--- config.mk ---
export PLATFORM = sky130hd
export DESIGN_NAME = picomips_seq_ctrl
export DESIGN_NICKNAME = d
export VERILOG_FILES = /design/src/rtl/picomips_seq_ctrl.sv
export SDC_FILE = /design/constraint.sdc
export NUM_CORES = 1
export LEC_CHECK = 0
export CORE_UTILIZATION = 35
export DETAILED_ROUTE_END_ITERATION = 6
export GPL_ROUTABILITY_DRIVEN = 0
export PLACE_DENSITY_LB_ADDON = 0.15
export SLEW_MARGIN = 30
export SYNTH_ARGS = -nofsm -noshare
export SYNTH_HDL_FRONTEND = slang
export SYNTH_SLANG_ARGS = --single-unit
export TNS_END_PERCENT = 30
--- constraint.sdc ---
create_clock -name Clock -period 5.28 [get_ports Clock]
set_input_delay 1.32 -clock Clock [delete_from_list [all_inputs] [get_ports Clock]]
set_output_delay 1.32 -clock Clock [all_outputs]
set_load 0.01 [all_outputs]
--- src/rtl/picomips_seq_ctrl.sv ---
// picoMips instruction sequencer: program counter, four-phase cycle, SW8 (HEI)
// handshake with synchroniser/debounce, and single-step debug mode.
module picomips_seq_ctrl #(
  parameter int PC_W     = 5,
  parameter int PROG_LEN = 24,
  parameter int DEBOUNCE = 4
) (
  input  logic            Clock,
  input  logic            nReset,
  input  logic [2:0]      Func,
  input  logic            HeiArg,
  input  logic            Sw8,
  input  logic            StepEn,
  input  logic            StepReq,
  output logic [PC_W-1:0] Pc,
  output logic [1:0]      Phase,
  output logic            AccWE,
  output logic            RegWE,
  output logic            Waiting,
  output logic            Stepping
);

  localparam logic [2:0] OP_ATR = 3'b101;
  localparam logic [2:0] OP_HEI = 3'b111;

  localparam int DB_N  = (DEBOUNCE < 1) ? 1 : DEBOUNCE;
  localparam int CNT_W = (DB_N > 1) ? $clog2(DB_N) : 1;
  localparam logic [CNT_W-1:0] DB_LAST = CNT_W'(DB_N - 1);
  localparam logic [PC_W-1:0]  PC_LAST = PC_W'(PROG_LEN - 1);

  typedef enum logic [2:0] {
    FETCH     = 3'd0,
    DECODE    = 3'd1,
    EXEC      = 3'd2,
    WB        = 3'd3,
    WAIT_HEI  = 3'd4,
    STEP_WAIT = 3'd5
  } state_t;

  state_t            state, state_next;
  logic [PC_W-1:0]   pc_q;
  logic              pc_adv;
  logic              acc_we_q, reg_we_q;
  logic              sw8_m, sw8_s, sw8_db;
  logic [CNT_W-1:0]  db_cnt;
  logic              step_prev;
  logic              step_rise;

  // SW8 conditioning: two-flop synchroniser then a run-length debounce
  always_ff @(posedge Clock or negedge nReset) begin
    if (!nReset) begin
      sw8_m  <= 1'b0;
      sw8_s  <= 1'b0;
      sw8_db <= 1'b0;
      db_cnt <= '0;
    end else begin
      sw8_m <= Sw8;
      sw8_s <= sw8_m;
      if (sw8_s == sw8_db) begin
        db_cnt <= '0;
      end else if (db_cnt == DB_LAST) begin
        sw8_db <= sw8_s;
        db_cnt <= '0;
      end else begin
        db_cnt <= db_cnt + 1'b1;
      end
    end
  end

  always_ff @(posedge Clock or negedge nReset) begin
    if (!nReset) step_prev <= 1'b0;
    else         step_prev <= StepReq;
  end

  assign step_rise = StepReq & ~step_prev;

  always_comb begin
    state_next = state;
    pc_adv     = 1'b0;
    case (state)
      FETCH:  state_next = DECODE;
      DECODE: state_next = EXEC;
      EXEC:   state_next = WB;
      WB: begin
        if (Func == OP_HEI && sw8_db == HeiArg) begin
          state_next = WAIT_HEI;
        end else if (StepEn) begin
          state_next = STEP_WAIT;
        end else begin
          state_next = FETCH;
          pc_adv     = 1'b1;
        end
      end
      WAIT_HEI: begin
        if (sw8_db != HeiArg) begin
          pc_adv     = 1'b1;
          state_next = StepEn ? STEP_WAIT : FETCH;
        end
      end
      STEP_WAIT: begin
        if (step_rise || !StepEn) begin
          pc_adv     = 1'b1;
          state_next = FETCH;
        end
      end
      default: state_next = FETCH;
    endcase
  end

  // Enables are loaded on the EXEC->WB edge so they are high for exactly the WB cycle
  always_ff @(posedge Clock or negedge nReset) begin
    if (!nReset) begin
      state    <= FETCH;
      pc_q     <= '0;
      acc_we_q <= 1'b0;
      reg_we_q <= 1'b0;
    end else begin
      state    <= state_next;
      acc_we_q <= (state_next == WB) && (Func != OP_HEI) && (Func != OP_ATR);
      reg_we_q <= (state_next == WB) && (Func == OP_ATR);
      if (pc_adv) pc_q <= (pc_q == PC_LAST) ? '0 : pc_q + 1'b1;
    end
  end

  always_comb begin
    Pc       = pc_q;
    Phase    = (state == WAIT_HEI || state == STEP_WAIT) ? 2'd3 : state[1:0];
    AccWE    = acc_we_q;
    RegWE    = reg_we_q;
    Waiting  = (state == WAIT_HEI);
    Stepping = (state == STEP_WAIT);
  end

endmodule

==> results of run 1 <==
## cells in the mapped netlist
cell type	count
o21bai_2	1
or2_2	1
and2_1	1
mux2i_1	1
o21ai_0	5
inv_1	4
nand4_1	1
dfrtp_1	16
nand3_1	3
nor3_1	2
nand2b_1	2
o22ai_1	1
xnor2_1	3
ha_1	2
nand2_1	6
mux2_2	1
xor2_2	1
o21ai_1	1
nor2b_1	4
mux2_1	2
nor2_1	4
nand4b_1	1
nand3b_1	1
a221oi_4	1
a21oi_1	5
clkbuf_1	1
## metal layers
metal,up-vias,global-route usage (%),part of all wire [%]
li1,287,-,-
met1,248,18.1,51
met2,11,18.3,44
met3,2,3.14,4.9
met4,0,5.88,0.69
met5,-,0,0
## power groups by stage
stage / Combinational [mW] / Sequential [mW] / Clock [mW]
6_report: 0.222 / 0.218 / 0.0789
5_1_grt: 0.245 / 0.229 / 0.0902
4_1_cts: 0.224 / 0.217 / 0.0836
3_5_place_dp: 0.223 / 0.220 / 0
3_3_place_gp: 0.222 / 0.219 / 0
2_1_floorplan: 0.134 / 0.213 / 0
## path summary, 6_finish.rpt
kind / startpoint / cells past startpoint / slack (ps) / endpoint
setup / recovery: state[2]$_DFF_PN0_ / 3 / 2270 / Stepping
setup reg to reg: state[0]$_DFF_PN0_ / 5 / 3390 / Pc[3]$_DFFE_PN0P_
hold / removal: sw8_m$_DFF_PN0_ / 0 / 360 / sw8_s$_DFF_PN0_
min in group asynchronous: nReset / 1 / 1460 / db_cnt[1]$_DFF_PN0_
hold reg to reg: sw8_m$_DFF_PN0_ / 0 / 360 / sw8_s$_DFF_PN0_
max in group asynchronous: nReset / 1 / 3370 / Pc[3]$_DFFE_PN0P_
## cell type report
class	instances	area (µm²)	share of cell area, %
flip-flops and latches	16	400	39.2
multi-input cells	50	345	33.8
repair buffers	19	190	18.6
clock buffers	4	36.3	3.55
well taps	27	33.8	3.31
inverters	4	15.0	1.47
## logic make-up (layout without fill, tap and decap cells)
group | Yosys count | after routing | share of synthesized area, %
buffers and inverters | 5 | 27 | 2.45
multiplexers | 4 | 4 | 5.73
AND/OR/NAND/NOR | 26 | 26 | 17.7
AO/OA/AOI/OAI | 14 | 14 | 12.9
XOR/XNOR | 4 | 4 | 5.57
adder cells (fa/ha/maj) | 2 | 2 | 3.27
flip-flops | 16 | 16 | 52.4
## through the flow
step                      worst slack, ps  utilization [%]  cells
after floorplan                      2730                -     71
after global placement               2110             49.2    116
after detailed placement             2110             49.2    116
after CTS                            2240             51.0    120
after global routing                 2130             51.0    120
final                                2270             51.0    120
## sequential cells by signal (all words and copies together), names as in the netlist
signal,cells
AccWE,1
sw8_m,1
Pc,5
sw8_db,1
db_cnt,2
RegWE,1
sw8_s,1
step_prev,1
state,3
## critical path: cells and delay by family (launching register included)
kind	cells	cell delay, ps
buf+inv	1	520
simple gates	2	450
flops	1	440
==> run_results.csv, run 1 <==
group,metric,value,unit
floorplanning,start_util,38.2,%
global_routing,global_route_wire_length_before_repair,2.35,mm
logic_synthesis,synth_cells,71,
drt,vias,548,
global_routing,groute.usage.overall,12.8,%
drt,post-route-drc-count,0,
worst_setup_path,critical_path.endpoint_type,"primary output",
pwr,p_clk_share,15.2,%
cells_and_area,flow.area_growth_from_synthesis,33.6,%
worst_setup_path,critPathKind,"reg2out",
floorplanning,dieHeight,48.7,µm
logic_synthesis,net_count_after_synthesis,82,
logic_synthesis,top_cells_by_area_in_the_synthesized_netlist,"dfrtp_1 (52%), a221oi_4 (3.4%), xnor2_1 (3.4%), a21oi_1 (3.3%), ha_1 (3.3%)",
pwr,max-vdd-ir-drop,227,µV
drt,initialDrtViolationCount,5,
timing,report.final.hold_viol_count,0,
cts,postCtsSetupRepairBufs,0,
run_status,outcome,"completed",
cts,tritoncts,"built",
placed_design,buffer_ports.inserted,19,
global_routing,grt_antenna_before_repair,0,
global_routing,grt_pass1_vias,537,
cts,cts_hold_buf,0,
worst_setup_path,worst-endpoint-required,3960,ps
timing,finalClockSkew,1.45,ps
cts,clk_pin_slew_worst_paths,90,ps
logic_synthesis,seq_area_frac_synth,52.4,%
cells_and_area,fill_cells,194,
cells_and_area,final_common_cell,"clkdlybuf4s50_1",
worst_hold_path,timing.hold.worst.class,"reg2reg",
cells_and_area,layout.nets,105,
cts,number_of_gates_resized_after_cts,0,
pwr,swShare,35.5,%
logic_synthesis,postSynthAreaPerCell,10.8,µm²
cts,clockRootBuffer,"clkbuf_4",
placed_design,dpl-instance-area,985,µm²
timing,finalCritPeriodShare,57.1,%
worst_setup_path,critical_path.slowest_cell,"clkdlybuf4s50_1",
timing,max_slew.worst_pin.slew,714,ps
floorplanning,row_count,16,
cts,clock_latency_at_the_later_pin_of_the_worst_skew_pair,280,ps
floorplanning,num_io_pins,20,
floorplanning,die_boundary_width,48.7,µm
cells_and_area,layout.cells.most_common_list,"clkdlybuf4s50_1 (19), dfrtp_1 (16), nand2_1 (6), a21oi_1 (5), o21ai_0 (5)",
logic_synthesis,netlist_area,764,µm²
cts,cts-buffers-inserted,3,
pwr,part_of_the_power_in_registers,42.0,%
floorplanning,dieArea,0.00238,mm²
pwr,power.switching,0.184,mW
pwr,total_power,0.519,mW
timing,report.final.slew_viol_count,0,
cells_and_area,share_of_cells_above_drive_strength_1,9.68,%
run,max_cap_violations,0,
pwr,power.share.combinational,42.8,%
drt,final_antenna_net_count,0,
floorplanning,coreArea,0.00200,mm²
global_routing,largest_net_degree_at_the_start_of_global_routing,17,
worst_setup_path,maximum_fanout_encountered_on_the_critical_timing_path,7,
worst_setup_path,max_stage_delay,520,ps
cts,htree_num_levels,1,
logic_synthesis,postSynthRegisterBits,16,
global_routing,sum_of_overflow_across_all_layers_after_global_routing,0,
worst_setup_path,cp_data_arrival_time,1690,ps
pwr,power.static_leakage,0.437,nW
drt,drt-total-wl,1.31,mm
cells_and_area,antenna_cells,0,
worst_setup_path,cp_cell_sequence,"nor2b_1, and2_1, clkdlybuf4s50_1",
cts,cts_sinks,16,
timing,grt_setup_unrepaired,"no",
logic_synthesis,post-synth-top-area-fraction,52.4,%
cts,ctsLongestPathBuffers,2,
pwr,internal_power,0.334,mW
logic_synthesis,yosysTopAreaCell,"dfrtp_1",
timing,slew_headroom,52.2,%
cells_and_area,postLayoutCellArea,0.00102,mm²
placed_design,place_hpwl,927,µm
logic_synthesis,synth-warning-count,0,
timing,period_minus_slack,3010,ps
timing,fin_hold_ws,359,ps
drt,drt_pre_antenna_iters,3,
logic_synthesis,post_synth_num_cell_types,26,
worst_setup_path,start_kind,"flip-flop",
drt,wire_length_per_cell_after_detailed_routing,10.9,µm
timing,setup_viol,0,
drt,drt-vias-per-instance,4.57,
pwr,power_per_cell_area,508,mW/mm²
timing,max_freq,332,MHz
timing,totalNegativeSetupSlack,0,ps
No activity file was read; power rests on OpenSTA's default activity.
==> run 2: changes to the inputs <==
- clock period: 5.28 -> 2.9 ns (I/O delays scaled with it)
==> results of run 2 <==
Same layout as run 1 (identical final DEF). Status: completed.
Among the figures that moved: setup slack after placement 2110 ps -> 323 ps; setup slack after layout 2270 ps -> 481 ps; register-to-register setup slack 3390 ps -> 1010 ps; total power 0.519 mW -> 0.944 mW; worst IR drop on VDD 227 µV -> 413 µV
==> run 3: changes to the inputs <==
- clock period: 2.9 -> 2.45 ns (I/O delays scaled with it)
==> run 3 against run 2 <==
Compared with the run above: worst hold slack better by 3.1 ps; largest cell class unchanged; die area unchanged; core utilization increased by 0.50 points.
==> run_results.csv, run 3 (synthesis results as in run 1) <==
group,metric,value,unit
timing,finalClockSkew,3.15,ps
drt,post-route-drc-count,0,
worst_setup_path,critPathKind,"reg2out",
cts,cts-buffers-inserted,3,
floorplanning,row_count,16,
pwr,part_of_the_power_in_registers,41.7,%
floorplanning,die_boundary_width,48.7,µm
pwr,swShare,35.1,%
cells_and_area,antenna_cells,0,
floorplanning,start_util,38.2,%
pwr,power_per_cell_area,1090,mW/mm²
cells_and_area,layout.nets,106,
worst_setup_path,critical_path.endpoint_type,"primary output",
floorplanning,coreArea,0.00200,mm²
cts,postCtsSetupRepairBufs,0,
cts,clock_latency_at_the_later_pin_of_the_worst_skew_pair,280,ps
cells_and_area,final_common_cell,"clkdlybuf4s50_1",
timing,finalCritPeriodShare,90.8,%
floorplanning,dieArea,0.00238,mm²
timing,slew_headroom,52.4,%
timing,max_freq,450,MHz
placed_design,place_hpwl,941,µm
worst_setup_path,cp_data_arrival_time,1610,ps
global_routing,grt_pass1_vias,536,
cts,htree_num_levels,1,
timing,report.final.slew_viol_count,0,
cts,ctsLongestPathBuffers,2,
timing,max_slew.worst_pin.slew,712,ps
worst_setup_path,start_kind,"flip-flop",
global_routing,grt_antenna_before_repair,0,
cts,clockRootBuffer,"clkbuf_4",
pwr,power.static_leakage,0.443,nW
global_routing,largest_net_degree_at_the_start_of_global_routing,17,
pwr,power.share.combinational,43.2,%
cts,number_of_gates_resized_after_cts,0,
run_status,outcome,"completed",
cts,cts_sinks,16,
pwr,total_power,1.12,mW
run,max_cap_violations,0,
drt,drt-total-wl,1.31,mm
cts,cts_hold_buf,0,
cells_and_area,flow.area_growth_from_synthesis,34.9,%
cells_and_area,fill_cells,198,
global_routing,groute.usage.overall,13.0,%
worst_setup_path,worst-endpoint-required,1840,ps
timing,setup_viol,0,
global_routing,global_route_wire_length_before_repair,2.35,mm
global_routing,sum_of_overflow_across_all_layers_after_global_routing,0,
timing,period_minus_slack,2220,ps
timing,totalNegativeSetupSlack,0,ps
cells_and_area,largest_register_ff_count,5,
drt,drt-vias-per-instance,4.69,
drt,final_antenna_net_count,0,
floorplanning,num_io_pins,20,
timing,grt_setup_unrepaired,"no",
cts,clk_pin_slew_worst_paths,90,ps
placed_design,buffer_ports.inserted,19,
drt,initialDrtViolationCount,7,
pwr,internal_power,0.729,mW
worst_setup_path,maximum_fanout_encountered_on_the_critical_timing_path,7,
cells_and_area,layout.cells.most_common_list,"clkdlybuf4s50_1 (19), dfrtp_1 (16), nand2_1 (6), a21oi_1 (5), o21ai_0 (5)",
floorplanning,dieHeight,48.7,µm
cells_and_area,final_util,51.5,%
drt,wire_length_per_cell_after_detailed_routing,10.9,µm
worst_hold_path,timing.hold.worst.class,"reg2reg",
cts,tritoncts,"built",
timing,postLayoutSetupSlackWorst,226,ps
placed_design,placement.setup.worst_slack,66.3,ps
drt,drt_pre_antenna_iters,4,
cells_and_area,share_of_cells_above_drive_strength_1,11.7,%
pwr,p_clk_share,15.1,%
pwr,max-vdd-ir-drop,626,µV
pwr,power.switching,0.395,mW
timing,report.final.hold_viol_count,0,
drt,vias,568,
-- run 3: cell count changes in the layout (fill, tap and decap cells not counted) --
cell / delta
buf_4: +1
nor2b_1: -1
nor2b_2: +1
-- run 3: area by class of cell --
class	count	area (µm²)	area share, %
timing repair buffer	20	198	19.2
multi-input combinational	50	348	33.7
clock buffer	4	36.3	3.52
inverter	4	15.0	1.46
tap	27	33.8	3.28
sequential	16	400	38.8
-- run 3: metrics by stage --
step / std cells / hold WS (ps) / cell area [µm²]
after global routing: 121 / 382 / 1030
final: 121 / 362 / 1030
after floorplan: 71 / 317 / 764
after global placement: 117 / 336 / 992
after detailed placement: 117 / 342 / 992
after CTS: 121 / 367 / 1030
-- run 3: routing by layer --
layer  GRT usage (%)  part of all wire, %
met1            15.9                   45
met3            4.72                  6.2
met2            20.1                   47
met4            5.88                  1.4
met5               0                    0
-- run 3: worst paths after layout --
path                                    startpoint                 to  slack, ps  depth (start not counted)
worst min register to register     sw8_m$_DFF_PN0_    sw8_s$_DFF_PN0_        360                          0
min in group asynchronous                   nReset    sw8_m$_DFF_PN0_        750                          1
worst max register to register  state[0]$_DFF_PN0_  Pc[3]$_DFFE_PN0P_        640                          5
worst max-delay path            state[2]$_DFF_PN0_           Stepping        230                          3
worst min-delay path               sw8_m$_DFF_PN0_    sw8_s$_DFF_PN0_        360                          0
max in group asynchronous                   nReset  Pc[4]$_DFFE_PN0P_       1250                          1
-- run 3: critical path, cell delays in order, from the launching register on --
cell and delay, ps:
dfrtp_1 430, nor2b_2 240, and2_1 140, clkdlybuf4s50_1 520
-- run 3: power groups by stage --
stage / registers, mW / clock network [mW] / logic, mW
floorplan: 0.458 / 0 / 0.289
global placement: 0.475 / 0 / 0.483
detailed placement: 0.471 / 0 / 0.490
CTS: 0.467 / 0.181 / 0.492
global route: 0.491 / 0.194 / 0.540
finish: 0.468 / 0.170 / 0.486
